$ cat src/rtl/cr_wb_seq_if.sv
// Request/writeback bundle for the capability-register writeback sequencer.
// The slave side is the sequencer; the master side feeds requests and observes CR writes.
interface cr_wb_seq_if #(
    parameter int unsigned CR_IDX_W = 2,
    parameter int unsigned ADDR_W   = 48,
    parameter int unsigned META_W   = 24
);
    logic                       iw_req_valid;
    logic                       ow_req_ready;
    logic [CR_IDX_W-1:0]        iw_req_cr;
    logic [4:0]                 iw_req_mask;
    logic [ADDR_W-1:0]          iw_req_base;
    logic [ADDR_W-1:0]          iw_req_len;
    logic [ADDR_W-1:0]          iw_req_cur;
    logic [META_W-1:0]          iw_req_perms;
    logic [META_W-1:0]          iw_req_attr;
    logic                       iw_req_tag;
    logic                       or_wr_en;
    logic [CR_IDX_W-1:0]        or_wr_cr;
    logic [2:0]                 or_wr_field;
    logic [ADDR_W-1:0]          or_wr_data;
    logic                       or_done;
    logic [(2**CR_IDX_W)-1:0]   or_busy_mask;

    modport slave (
        input  iw_req_valid, iw_req_cr, iw_req_mask, iw_req_base, iw_req_len,
               iw_req_cur, iw_req_perms, iw_req_attr, iw_req_tag,
        output ow_req_ready, or_wr_en, or_wr_cr, or_wr_field, or_wr_data,
               or_done, or_busy_mask
    );

    modport master (
        output iw_req_valid, iw_req_cr, iw_req_mask, iw_req_base, iw_req_len,
               iw_req_cur, iw_req_perms, iw_req_attr, iw_req_tag,
        input  ow_req_ready, or_wr_en, or_wr_cr, or_wr_field, or_wr_data,
               or_done, or_busy_mask
    );
endinterface

$ cat src/rtl/cr_wb_seq.sv
// Capability-register writeback sequencer: queues full-capability writes and retires them
// one field per cycle (BASE, LEN, CUR, META, TAG) so TAG always lands after the bounds.
module cr_wb_seq #(
    parameter int unsigned CR_IDX_W = 2,
    parameter int unsigned ADDR_W   = 48,
    parameter int unsigned META_W   = 24,
    parameter int unsigned DEPTH    = 2
) (
    input  logic        iw_clk,
    input  logic        iw_rst,
    cr_wb_seq_if.slave  bus
);
    localparam int unsigned NCR   = 2 ** CR_IDX_W;
    localparam int unsigned PTR_W = (DEPTH > 1) ? $clog2(DEPTH) : 1;
    localparam int unsigned NFLD  = 5;

    localparam logic [0:0] S_IDLE = 1'b0;
    localparam logic [0:0] S_RUN  = 1'b1;

    localparam logic [2:0] F_BASE = 3'd0;
    localparam logic [2:0] F_LEN  = 3'd1;
    localparam logic [2:0] F_CUR  = 3'd2;
    localparam logic [2:0] F_META = 3'd3;
    localparam logic [2:0] F_TAG  = 3'd4;

    typedef struct packed {
        logic [CR_IDX_W-1:0] cr;
        logic [NFLD-1:0]     mask;
        logic [ADDR_W-1:0]   base;
        logic [ADDR_W-1:0]   len;
        logic [ADDR_W-1:0]   cur;
        logic [META_W-1:0]   perms;
        logic [META_W-1:0]   attr;
        logic                tag;
    } req_t;

    req_t               fifo_q [DEPTH];
    req_t               fifo_d [DEPTH];
    logic [DEPTH-1:0]   vld_q, vld_d;
    logic [PTR_W-1:0]   wr_ptr_q, wr_ptr_d;
    logic [PTR_W-1:0]   rd_ptr_q, rd_ptr_d;

    logic [0:0]         state_q, state_d;
    logic [NFLD-1:0]    rem_q, rem_d;
    logic               wr_en_q, wr_en_d;
    logic [CR_IDX_W-1:0] wr_cr_q, wr_cr_d;
    logic [2:0]         wr_field_q, wr_field_d;
    logic [ADDR_W-1:0]  wr_data_q, wr_data_d;
    logic               done_q, done_d;
    logic [NCR-1:0]     busy_q, busy_d;

    logic               full_c, empty_c, ready_c, push_c, pop_c;
    req_t               head_c, in_c;
    logic [2:0]         fld_c;
    logic [NFLD-1:0]    rem_clr_c;

    function automatic logic [PTR_W-1:0] ptr_inc(input logic [PTR_W-1:0] p);
        return (p == PTR_W'(DEPTH - 1)) ? '0 : p + PTR_W'(1);
    endfunction

    assign full_c   = &vld_q;
    assign empty_c  = ~|vld_q;
    assign ready_c  = !full_c && !iw_rst;
    assign push_c   = bus.iw_req_valid && ready_c;
    assign pop_c    = done_d;
    assign head_c   = fifo_q[rd_ptr_q];

    assign in_c = '{cr:    bus.iw_req_cr,    mask:  bus.iw_req_mask,
                    base:  bus.iw_req_base,  len:   bus.iw_req_len,
                    cur:   bus.iw_req_cur,   perms: bus.iw_req_perms,
                    attr:  bus.iw_req_attr,  tag:   bus.iw_req_tag};

    // FIFO storage and pointers; busy mask reflects every occupied slot, head included
    always_comb begin
        fifo_d   = fifo_q;
        vld_d    = vld_q;
        wr_ptr_d = wr_ptr_q;
        rd_ptr_d = rd_ptr_q;
        busy_d   = '0;
        if (pop_c) begin
            vld_d[rd_ptr_q] = 1'b0;
            rd_ptr_d        = ptr_inc(rd_ptr_q);
        end
        if (push_c) begin
            fifo_d[wr_ptr_q] = in_c;
            vld_d[wr_ptr_q]  = 1'b1;
            wr_ptr_d         = ptr_inc(wr_ptr_q);
        end
        for (int j = 0; j < int'(DEPTH); j++) begin
            if (vld_q[j]) busy_d[fifo_q[j].cr] = 1'b1;
        end
    end

    // Lowest pending field of the head request
    always_comb begin
        fld_c = F_BASE;
        for (int i = int'(NFLD) - 1; i >= 0; i--) begin
            if (rem_q[i]) fld_c = 3'(i);
        end
        rem_clr_c = rem_q & ~(NFLD'(1) << fld_c);
    end

    always_comb begin
        state_d    = state_q;
        rem_d      = rem_q;
        wr_en_d    = 1'b0;
        wr_cr_d    = '0;
        wr_field_d = '0;
        wr_data_d  = '0;
        done_d     = 1'b0;
        case (state_q)
            S_IDLE: begin
                if (!empty_c) begin
                    rem_d   = head_c.mask;
                    state_d = S_RUN;
                end
            end
            S_RUN: begin
                if (rem_q == '0) begin
                    done_d  = 1'b1;
                    state_d = S_IDLE;
                end else begin
                    wr_en_d    = 1'b1;
                    wr_cr_d    = head_c.cr;
                    wr_field_d = fld_c;
                    case (fld_c)
                        F_BASE:  wr_data_d = head_c.base;
                        F_LEN:   wr_data_d = head_c.len;
                        F_CUR:   wr_data_d = head_c.cur;
                        F_META:  wr_data_d = ADDR_W'({head_c.perms, head_c.attr});
                        F_TAG:   wr_data_d = ADDR_W'(head_c.tag);
                        default: wr_data_d = '0;
                    endcase
                    rem_d = rem_clr_c;
                    if (rem_clr_c == '0) begin
                        done_d  = 1'b1;
                        state_d = S_IDLE;
                    end
                end
            end
            default: state_d = S_IDLE;
        endcase
    end

    always_ff @(posedge iw_clk) begin
        if (iw_rst) begin
            state_q    <= S_IDLE;
            rem_q      <= '0;
            vld_q      <= '0;
            wr_ptr_q   <= '0;
            rd_ptr_q   <= '0;
            wr_en_q    <= 1'b0;
            wr_cr_q    <= '0;
            wr_field_q <= '0;
            wr_data_q  <= '0;
            done_q     <= 1'b0;
            busy_q     <= '0;
        end else begin
            state_q    <= state_d;
            rem_q      <= rem_d;
            vld_q      <= vld_d;
            wr_ptr_q   <= wr_ptr_d;
            rd_ptr_q   <= rd_ptr_d;
            wr_en_q    <= wr_en_d;
            wr_cr_q    <= wr_cr_d;
            wr_field_q <= wr_field_d;
            wr_data_q  <= wr_data_d;
            done_q     <= done_d;
            busy_q     <= busy_d;
        end
    end

    // Payload slots carry no reset; occupancy is tracked by vld_q
    always_ff @(posedge iw_clk) begin
        for (int j = 0; j < int'(DEPTH); j++) fifo_q[j] <= fifo_d[j];
    end

    assign bus.ow_req_ready = ready_c;
    assign bus.or_wr_en     = wr_en_q;
    assign bus.or_wr_cr     = wr_cr_q;
    assign bus.or_wr_field  = wr_field_q;
    assign bus.or_wr_data   = wr_data_q;
    assign bus.or_done      = done_q;
    assign bus.or_busy_mask = busy_q;
endmodule
$ cat src/flat_wrapper.sv
// flat-port wrapper written by rule: the top's interface ports become plain ports
module cr_wb_seq_flat 
#(
    parameter int unsigned CR_IDX_W = 2,
    parameter int unsigned ADDR_W   = 48,
    parameter int unsigned META_W   = 24,
    parameter int unsigned DEPTH    = 2
)
  (iw_clk, iw_rst, bus_iw_req_valid, bus_iw_req_cr, bus_iw_req_mask, bus_iw_req_base, bus_iw_req_len, bus_iw_req_cur, bus_iw_req_perms, bus_iw_req_attr, bus_iw_req_tag, bus_ow_req_ready, bus_or_wr_en, bus_or_wr_cr, bus_or_wr_field, bus_or_wr_data, bus_or_done, bus_or_busy_mask);
  cr_wb_seq_if #(.CR_IDX_W(CR_IDX_W), .ADDR_W(ADDR_W), .META_W(META_W)) bus_i ();
  input  logic iw_clk;
  input  logic iw_rst;
  input wire logic [$bits(bus_i.iw_req_valid)-1:0] bus_iw_req_valid;
  input wire logic [$bits(bus_i.iw_req_cr)-1:0] bus_iw_req_cr;
  input wire logic [$bits(bus_i.iw_req_mask)-1:0] bus_iw_req_mask;
  input wire logic [$bits(bus_i.iw_req_base)-1:0] bus_iw_req_base;
  input wire logic [$bits(bus_i.iw_req_len)-1:0] bus_iw_req_len;
  input wire logic [$bits(bus_i.iw_req_cur)-1:0] bus_iw_req_cur;
  input wire logic [$bits(bus_i.iw_req_perms)-1:0] bus_iw_req_perms;
  input wire logic [$bits(bus_i.iw_req_attr)-1:0] bus_iw_req_attr;
  input wire logic [$bits(bus_i.iw_req_tag)-1:0] bus_iw_req_tag;
  output wire logic [$bits(bus_i.ow_req_ready)-1:0] bus_ow_req_ready;
  output wire logic [$bits(bus_i.or_wr_en)-1:0] bus_or_wr_en;
  output wire logic [$bits(bus_i.or_wr_cr)-1:0] bus_or_wr_cr;
  output wire logic [$bits(bus_i.or_wr_field)-1:0] bus_or_wr_field;
  output wire logic [$bits(bus_i.or_wr_data)-1:0] bus_or_wr_data;
  output wire logic [$bits(bus_i.or_done)-1:0] bus_or_done;
  output wire logic [$bits(bus_i.or_busy_mask)-1:0] bus_or_busy_mask;
  assign bus_i.iw_req_valid = bus_iw_req_valid;
  assign bus_i.iw_req_cr = bus_iw_req_cr;
  assign bus_i.iw_req_mask = bus_iw_req_mask;
  assign bus_i.iw_req_base = bus_iw_req_base;
  assign bus_i.iw_req_len = bus_iw_req_len;
  assign bus_i.iw_req_cur = bus_iw_req_cur;
  assign bus_i.iw_req_perms = bus_iw_req_perms;
  assign bus_i.iw_req_attr = bus_iw_req_attr;
  assign bus_i.iw_req_tag = bus_iw_req_tag;
  assign bus_ow_req_ready = bus_i.ow_req_ready;
  assign bus_or_wr_en = bus_i.or_wr_en;
  assign bus_or_wr_cr = bus_i.or_wr_cr;
  assign bus_or_wr_field = bus_i.or_wr_field;
  assign bus_or_wr_data = bus_i.or_wr_data;
  assign bus_or_done = bus_i.or_done;
  assign bus_or_busy_mask = bus_i.or_busy_mask;
  cr_wb_seq #(.CR_IDX_W(CR_IDX_W), .ADDR_W(ADDR_W), .META_W(META_W), .DEPTH(DEPTH)) u_core (.iw_clk(iw_clk), .iw_rst(iw_rst), .bus(bus_i));
endmodule
$ cat config.mk
export PLATFORM = sky130hd
export DESIGN_NAME = cr_wb_seq_flat
export DESIGN_NICKNAME = d
export VERILOG_FILES = /design/src/rtl/cr_wb_seq_if.sv /design/src/rtl/cr_wb_seq.sv /design/src/flat_wrapper.sv
export SDC_FILE = /design/constraint.sdc
export NUM_CORES = 1
export LEC_CHECK = 0
export CORE_UTILIZATION = 55
export CTS_CLUSTER_SIZE = 12
export DETAILED_ROUTE_END_ITERATION = 8
export MAX_ROUTING_LAYER = met4
export PLACE_DENSITY = 0.81
export SLEW_MARGIN = 20
export SYNTH_ARGS = -nofsm -noshare
export SYNTH_HDL_FRONTEND = slang
export SYNTH_SLANG_ARGS = --single-unit
$ cat constraint.sdc
create_clock -name iw_clk -period 14.3 [get_ports iw_clk]
set_clock_uncertainty 0.2 [all_clocks]
set_input_delay 2.145 -clock iw_clk [delete_from_list [all_inputs] [get_ports iw_clk]]
set_output_delay 2.145 -clock iw_clk [all_outputs]
set_load 0.02 [all_outputs]
# Yosys cells after proc, flatten, opt, wreduce, memory -nomap -nowiden
# Index checks and enable logic that the tools add are counted.
[op_classes]
n_addsub = 2
magnitude_cmp = 11
eq_ne = 6
n_shift = 1
n_mux = 37
bitwise = 9
reduce_logical = 17
[ops]
columns = ["op", "n"]
rows = [
  ["200-bit two-way mux", 4],
  ["400-bit bitwise mux", 1],
  ["48-bit case mux with 5 select lines", 1],
  ["200-bit demux with 1-bit select", 1],
  ["3-bit two-way mux", 5],
  ["1-bit two-way mux", 13],
  ["5-bit logical NOT", 2],
  ["5-bit two-way mux", 2],
  ["5-bit case mux with 2 select lines", 1],
  ["4-bit two-way mux", 2],
  ["1-bit logical AND", 7],
  ["3-bit by 2-bit == test with 1-bit output, second input constant", 2],
  ["2-bit by 3-bit less-than comparator with 1-bit output, second input constant", 2],
  ["5-bit bitwise AND", 1],
  ["5-bit NOT", 1],
  ["1-bit by 3-bit left shift with 5-bit output, first input constant", 1],
  ["1-bit demux with 2-bit select", 2],
  ["2-bit by 1-bit greater-or-equal comparator with 1-bit output, second input constant", 2],
  ["2-bit greater-or-equal comparator, second input constant", 2],
  ["1-bit by 2-bit less-than comparator with 1-bit output, second input constant", 2],
  ["2-bit two-way mux", 2],
  ["1-bit NOT with 2-bit output", 2],
  ["4-bit OR", 1],
  ["2-bit AND reduction", 2],
  ["other kinds (17)", 22],
]
[totals]
ff_bits = 469
in_bits = 203
word_cells = 110

# Logic depth before layout (Yosys ltp)
# Gate-level depths: netlist of run 1.
[depth]
depth_word = 15
ltp_mapped = 8
ltp_nobuf = 5

# Worst setup path before layout of run 1
# No wires, ideal clock.
[synth_timing]
path_type = "input port to flip-flop"
from = "input port iw_rst"
to = "register u_core.fifo_q[200] (netlist name)"
setup_ns = 0.552
arrival_ns = 7.037
required_ns = 13.548
path_slack_ns = 6.511
path_stages = 5
n_path_buf = 1
cell_sequence = "clkbuf_1 -> a21oi_1 -> nand2_1 -> or2_2 -> inv_1"
[synth_via]
elab_chain_cells = 3
[synth_rtl]
columns = ["element", "line", "rtl"]
rows = [
  ["start: declaration", "flat_wrapper.sv:12", "input logic iw_rst;"],
  ["1-bit logical NOT", "cr_wb_seq.sv:63", "assign ready_c = !full_c && !iw_rst;"],
  ["1-bit logical AND", "cr_wb_seq.sv:63", ""],
  ["via bus_ow_req_ready", "flat_wrapper.sv:22", "output wire logic [$bits(bus_i.ow_req_ready)-1:0] bus_ow_req_ready;"],
  ["1-bit logical AND", "cr_wb_seq.sv:64", "assign push_c = bus.iw_req_valid && ready_c;"],
]
# The timed path passes the listed nets, and every way through them passes these cells.
# A chain may end at the register's enable or synchronous reset.

# Worst setup path in the final report of run 1
[layout_timing]
from = "input port iw_rst"
to = "output port bus_ow_req_ready"
[layout_via]
elab_chain_cells = 2
[layout_rtl]
columns = ["element", "line"]
rows = [
  ["1-bit logical NOT", "cr_wb_seq.sv:63"],
  ["1-bit logical AND", "cr_wb_seq.sv:63"],
  ["end: declaration", "flat_wrapper.sv:22"],
]
# No other way between the ends.

==> results of run 1 <==
==> area by class of cell <==
cell class	instances	area (um2)	share of cell area (%)
inverters	24	105	0.483
well taps	402	503	2.31
flip-flops and latches	469	13400	61.6
diodes	4	10.0	0.0460
clock inverters	1	8.76	0.0402
clock buffers	84	1370	6.27
repair buffers	272	2700	12.4
multi-input cells	436	3670	16.8
==> flip-flops by register name, indices dropped and copies added (netlist names), 2 cells and up <==
name                     cells
u_core.bus.or_wr_cr          2
u_core.bus.or_busy_mask      4
u_core.bus.or_wr_data       48
u_core.vld_q                 2
u_core.rem_q                 5
u_core.bus.or_wr_field       3
u_core.fifo_q              400
==> worst max-delay path, cell delays in order <==
cell,delay (ps)
clkdlybuf4s50_1,690
a21oi_1,350
clkdlybuf4s50_1,660
==> synthesized netlist by cell type, types with 3 or more instances <==
| master | instances | area [um2] |
|---|---|---|
| clkbuf_1 | 16 | 60.1 |
| a221oi_1 | 46 | 403 |
| buf_6 | 17 | 191 |
| buf_4 | 6 | 45.0 |
| dfxtp_1 | 69 | 1380 |
| mux2i_1 | 67 | 671 |
| nand2_1 | 25 | 93.8 |
| o22a_1 | 3 | 26.3 |
| a311oi_1 | 16 | 140 |
| nor3_1 | 6 | 30.0 |
| o21ai_0 | 4 | 20.0 |
| or2_2 | 3 | 18.8 |
| nand2b_1 | 19 | 119 |
| buf_2 | 35 | 175 |
| a2111oi_2 | 27 | 405 |
| a221oi_2 | 31 | 465 |
| o21a_1 | 29 | 218 |
| nor2_1 | 46 | 173 |
| a211oi_1 | 3 | 22.5 |
| a221o_1 | 38 | 380 |
| nand3_1 | 22 | 110 |
| inv_1 | 22 | 82.6 |
| edfxtp_1 | 400 | 12000 |
| a21oi_1 | 29 | 145 |
==> logic make-up after synthesis <==
logic type | after synthesis | synth area share (%)
compound gates | 237 | 13.2
xor+xnor | 1 | 0.0496
buf+inv | 103 | 3.51
flops | 469 | 75.8
mux | 67 | 3.80
simple gates | 131 | 3.63
==> per-layer routing <==
layer	track usage [%]	up-vias	wire [um]
li1	-	4564	-
met1	31.4	5070	15800
met2	40.5	400	19700
met3	3.71	65	2300
met4	7.39	0	953
met5	-	-	0
==> path summary, 6_finish.rpt <==
check	from	endpoint	slack, ps	cells past startpoint
worst min register to register	u_core.wr_ptr_q$_SDFFE_PP0P_	u_core.wr_ptr_q$_SDFFE_PP0P_	270	2
worst max register to register	u_core.rd_ptr_q$_SDFFE_PP0N_	u_core.bus.or_wr_data[2]$_SDFF_PP0_	10400	5
worst max-delay path	iw_rst	bus_ow_req_ready	8110	3
worst min-delay path	u_core.wr_ptr_q$_SDFFE_PP0P_	u_core.wr_ptr_q$_SDFFE_PP0P_	270	2
==> power groups by stage <==
stage	clock network (mW)	registers, mW	logic (mW)
4_1_cts	1.13	1.56	0.293
3_3_place_gp	0	1.59	0.281
6_report	1.11	1.56	0.291
5_1_grt	1.18	1.57	0.313
3_5_place_dp	0	1.59	0.291
2_1_floorplan	0	1.58	0.190
==> metrics by stage <==
stage / utilization, % / power [mW] / hold slack, ps
global placement: 64.6 / 1.87 / 271
CTS: 68.9 / 2.99 / 273
global route: 69.0 / 3.06 / 285
finish: 69.0 / 2.97 / 268
floorplan: - / 1.77 / 245
detailed placement: 64.6 / 1.88 / 264
==> layout by cell type (no fill, tap or decap), types with 3 or more instances in the layout <==
cell             Yosys  routed
a2111oi_2           27      27
a211oi_1             3       3
a21oi_1             29      29
a221o_1             38      38
a221oi_1            46      46
a221oi_2            31      31
a311oi_1            16      16
buf_4                6       9
clkbuf_1            16      32
clkbuf_16            0      47
clkbuf_8             0       5
clkdlybuf4s50_1      0     262
dfxtp_1             69      65
dfxtp_4              0       4
diode_2              0       4
edfxtp_1           400     400
inv_1               22      20
mux2i_1             67      67
nand2_1             25      25
nand2b_1            19      18
nand3_1             22      22
nor2_1              46      45
nor3_1               6       6
o21a_1              29      29
o21ai_0              4       4
o22a_1               3       3
or2_2                3       3
==> results.md, run 1 <==
* Crit Path Category: input port to output pin
* Drt total wl at 38800 um
* Setup crit end kind: output pin
* Ys async rst share at 0%
* Required @ worst endpoint at 11950 ps
* Max Cap Violations at 0
* CTS sink count at between 400 and 500
* Initial antenna violation count at 4
* DR vias/cell at 5.97
* Core Rows at 65
* Int Pwr at 2.31 mW
* Remaining Overflow, GRT at 0
* PostCTS Resize Cnt at 0
* Iteration-0 DRC Markers at 1031
* Switch share at 22.3%
* Peak supply drop at 100 uV
* Post-synthesis area per instance at 17.5 um2
* Crit path time final at ~6200 ps
* TritonCTS clock tree: built
* Clock root buffer: clkbuf_16
* Part of the power in registers at between 50 and 60%
* Clk pwr share at ~38%
* CP Launch Type: input port
* Sequential area share after synthesis at ~76%
* CTS max path bufs at 3
* Fillers at 2043
* Finish-stage setup viols at 0
* Status: finished clean
* Critical Path AT at between 3000 and 4000 ps
* Chip Width at 181 um
* Peak fanout along the critical path at 17
* Final net count at roughly 1500
* Detailed-route wire length per cell at between 20 and 25 um
* Synthesized cell area at about 0.018 mm2
* Sw power at 0.661 mW
* Clock latency on the worst-skew pair at 540 ps
* Highest clock rate at 161 MHz
* YS warnings at 0
* Inserted Clock Buffers at 46
* Share of post-route cells with drive strength above 1 at 11.0%
* Ys flop type: edfxtp_1
* # DRC at 0
* Final hold vios at 0
* First-pass GRT wire length at 59300 um
* Rel. slew slack at 27.0%
* Core Area at 0.0316 mm2
* Comb power frac at under 10%
* GRT Util Overall at roughly a quarter
* Number of flops mapped to enable cells by yosys at 400
* Layout area overhead at 23.2%
* Reg clk slew, reported paths at 60 ps
* DP Worst Slack at 8110 ps
* Via count at around 10000
* Die area at around 0.033 mm2
* Finished Layout Cells at 1692
* Worst slew pin tran at roughly 1100 ps
* Synth Register Bits at roughly 470
* Setup ws final at 8110 ps
* RSZ-0062 raised after global routing: false
* Setup TNS at 0 ps
* Design area at around 0.022 mm2
* Hold crit path type: register to register
* Hold Buf Count CTS at 0
* Post-Place Cells at 1603
* H-tree depth at 2
* PortBufs at 262
* Routability Congestion at 0.784
* Period utilization at 43.3%
* PwrDens at approximately 140 mW/mm2
* Largest net degree at the start of global routing at between 100 and 150
* DR pass1 iterations at 5
* I/O pin cnt at 263
* Antenna Nets Post-Route at 0
* Leak at 7.00 nW
* Postcts setup bufs at 0
* Post-DP HPWL at 22800 um
* Vias in the first global route at 10500
* Syn Inst Count at 1008
* Number of distinct library cells after synthesis at 46
* Synth Net Count at ~1200
* Initial Util at 56.0%
* Die Height at between 150 and 200 um
* DP Area at 0.0204 mm2
* Slew Viols, Final at 0
No activity file was read; power rests on OpenSTA's default activity.
==> run 2: changes to the inputs <==
--- a/config.mk
+++ b/config.mk
@@ -5,11 +5,11 @@
 export SDC_FILE = /design/constraint.sdc
 export NUM_CORES = 1
 export LEC_CHECK = 0
-export CORE_UTILIZATION = 55
+export CORE_UTILIZATION = 49
 export CTS_CLUSTER_SIZE = 12
 export DETAILED_ROUTE_END_ITERATION = 8
 export MAX_ROUTING_LAYER = met4
-export PLACE_DENSITY = 0.81
+export PLACE_DENSITY = 0.76
 export SLEW_MARGIN = 20
 export SYNTH_ARGS = -nofsm -noshare
 export SYNTH_HDL_FRONTEND = slang
==> constraint.sdc (replaced) <==
create_clock -name iw_clk -period 5.6 [get_ports iw_clk]
set_clock_uncertainty 0.2 [all_clocks]
set_input_delay 0.84 -clock iw_clk [delete_from_list [all_inputs] [get_ports iw_clk]]
set_output_delay 0.84 -clock iw_clk [all_outputs]
set_load 0.02 [all_outputs]
==> results.md, run 2 (synthesis results as in run 1) <==
* Status: finished, violations left (was finished clean)
* Failing checks: DRC
* Reg area at 0.0134 mm2 (unchanged)
* Most frequent cells in the layout: 400 x edfxtp_1, 262 x clkdlybuf4s50_1, 67 x mux2i_1 (unchanged)
* PwrDens at 346 mW/mm2 (was 136 mW/mm2)
* Via count at 10100 (about the same)
* WHS at 286 ps (was 268 ps)
* Fillers at 2584 (was 2043)
* Rel. slew slack at 35.4% (was 27.0%)
* Initial antenna violation count at 8 (was 4)
* Crit Path Category: input port to output pin (unchanged)
* Clock latency on the worst-skew pair at 540 ps (about the same)
* Die Height at 192 um (was 181 um)
* DR vias/cell at 5.68 (was 5.97)
* PostCTS Resize Cnt at 0 (unchanged)
* TritonCTS clock tree: built (unchanged)
* Hold crit path type: register to register (unchanged)
* Power, Total at 7.62 mW (was 2.97 mW)
* Post-DP HPWL at 23700 um (was 22800 um)
* PortBufs at 262 (unchanged)
* Period utilization at 65.4%
* Setup crit end kind: output pin (unchanged)
* Peak fanout along the critical path at 17 (unchanged)
* DR pass1 iterations at 7 (was 5)
* Iteration-0 DRC Markers at 702 (was 1031)
* Most flops, register: u_core.fifo_q (unchanged)
* Inserted Clock Buffers at 48 (was 46)
* Crit path time final at 3660 ps
* CTS sink count at 469 (unchanged)
* Clock root buffer: clkbuf_16 (unchanged)
* Detailed-route wire length per cell at 22.5 um (was 22.9 um)
* Slowest CP cell: clkdlybuf4s50_1 (unchanged)
* Chip Width at 192 um (was 181 um)
* Post-Place Cells at 1672 (was 1603)
* H-tree depth at 2 (unchanged)
* Layout area overhead at 24.8% (was 23.2%)
* Share of post-route cells with drive strength above 1 at 12.2% (was 11.0%)
* Required @ worst endpoint at 4560 ps (was 11950 ps)
* CP dominant cell by count: clkdlybuf4s50_1 (unchanged)
* Vias in the first global route at 10300 (was 10500)
* # DRC at 4 (was 0)
* Die area at 0.0368 mm2 (was 0.0328 mm2)
* GRT Util Overall at 22.3% (was 24.5%)
* Peak supply drop at 265 uV (was 100 uV)
* Largest register FFs at 400 (unchanged)
* Routability Congestion at 0.795 (was 0.784)
* Worst slew pin tran at 969 ps (was 1090 ps)
* Remaining Overflow, GRT at 0 (unchanged)
* Core Rows at 69 (was 65)
* Leak at 7.09 nW (was 7.00 nW)
* Core Area at 0.0356 mm2 (was 0.0316 mm2)
* Initial Util at 49.7% (was 56.0%)
* Final net count at 1465 (was 1452)
* Multi-input gate area at 0.00367 mm2 (unchanged)
* I/O pin cnt at 263 (unchanged)
* RSZ-0062 raised after global routing: false (unchanged)
* Final hold vios at 0 (unchanged)
* CP Launch Type: input port (unchanged)
* Reg clk slew, reported paths at 60 ps (about the same)
* Postcts setup bufs at 0 (unchanged)
* Max Cap Violations at 0 (unchanged)
* Finish-stage setup viols at 0 (unchanged)
* Finished Core Util at 62.0% (was 69.0%)
* Finished Layout Cells at 1770 (was 1692)
* Largest net degree at the start of global routing at 78 (was 131)
* First-pass GRT wire length at 59100 um (was 59300 um)
* Setup TNS at 0 ps (unchanged)
* Antenna Nets Post-Route at 0 (unchanged)
* Critical Path AT at 2620 ps (was 3850 ps)
* Most common library cell in the layout ignoring fill and taps: edfxtp_1 (unchanged)
* Drt total wl at 39900 um (was 38800 um)
* Slew Viols, Final at 0 (unchanged)
* Hold Buf Count CTS at 0 (unchanged)
* Highest clock rate at 273 MHz
* CTS max path bufs at 3 (unchanged)
* Critical-path cell list: clkdlybuf4s50_1, a21oi_1, clkdlybuf4s50_1 (unchanged)
* CP max stage delay at 720 ps (was 690 ps)
## run 2: cell types whose count changed in the layout (fill, tap and decap cells not counted), moves of 4 or more
| cell | delta |
|---|---|
| buf_12 | +6 |
| clkbuf_1 | -7 |
| clkinvlp_4 | +4 |
| clkinv_2 | +5 |
| diode_2 | +7 |
| buf_4 | +5 |
## run 2: worst max-delay path: cells and delay by family
| family | cells | cell delay [ps] |
|---|---|---|
| AO/OA/AOI/OAI | 1 | 400 |
| buffers and inverters | 2 | 1390 |
## run 2: final cells by class
| cell class | count | share of cell area [%] |
|---|---|---|
| Clock inverter | 9 | 0.216 |
| Clock buffer | 77 | 6.17 |
| Multi-Input combinational cell | 436 | 16.6 |
| Timing Repair Buffer | 283 | 13.0 |
| Antenna cell | 11 | 0.125 |
| Sequential cell | 469 | 60.8 |
| Tap cell | 461 | 2.61 |
| Inverter | 24 | 0.442 |
## run 2: worst paths after layout
kind / start / end / slack, ps / depth (start not counted)
setup reg to reg: u_core.rem_q[2]$_SDFFE_PP0P_ / u_core.vld_q[1]$_SDFF_PP0_ / 2610 / 5
hold / removal: u_core.wr_ptr_q$_SDFFE_PP0P_ / u_core.wr_ptr_q$_SDFFE_PP0P_ / 290 / 2
setup / recovery: iw_rst / bus_ow_req_ready / 1940 / 3
hold reg to reg: u_core.wr_ptr_q$_SDFFE_PP0P_ / u_core.wr_ptr_q$_SDFFE_PP0P_ / 290 / 2
## run 2: report_power, final
group,total (mW),internal [mW],switching [mW]
clock,2.87,1.66,1.22
sequential,3.99,3.91,0.0783
combinational,0.759,0.357,0.402
## run 2: routing by layer
layer | up-vias | share of wire, % | GRT usage [%]
met2 | 328 | 51 | 36.5
li1 | 4601 | - | -
met1 | 5071 | 42 | 28.4
met5 | - | 0 | -
met3 | 54 | 5.5 | 3.33
met4 | 0 | 1.9 | 7.63
## run 2: stage by stage
step	cell area [um2]	setup slack (ps)
floorplan	17700	546
global placement	20600	1820
detailed placement	20600	1670
CTS	22000	1920
global route	22100	1860
finish	22100	1940
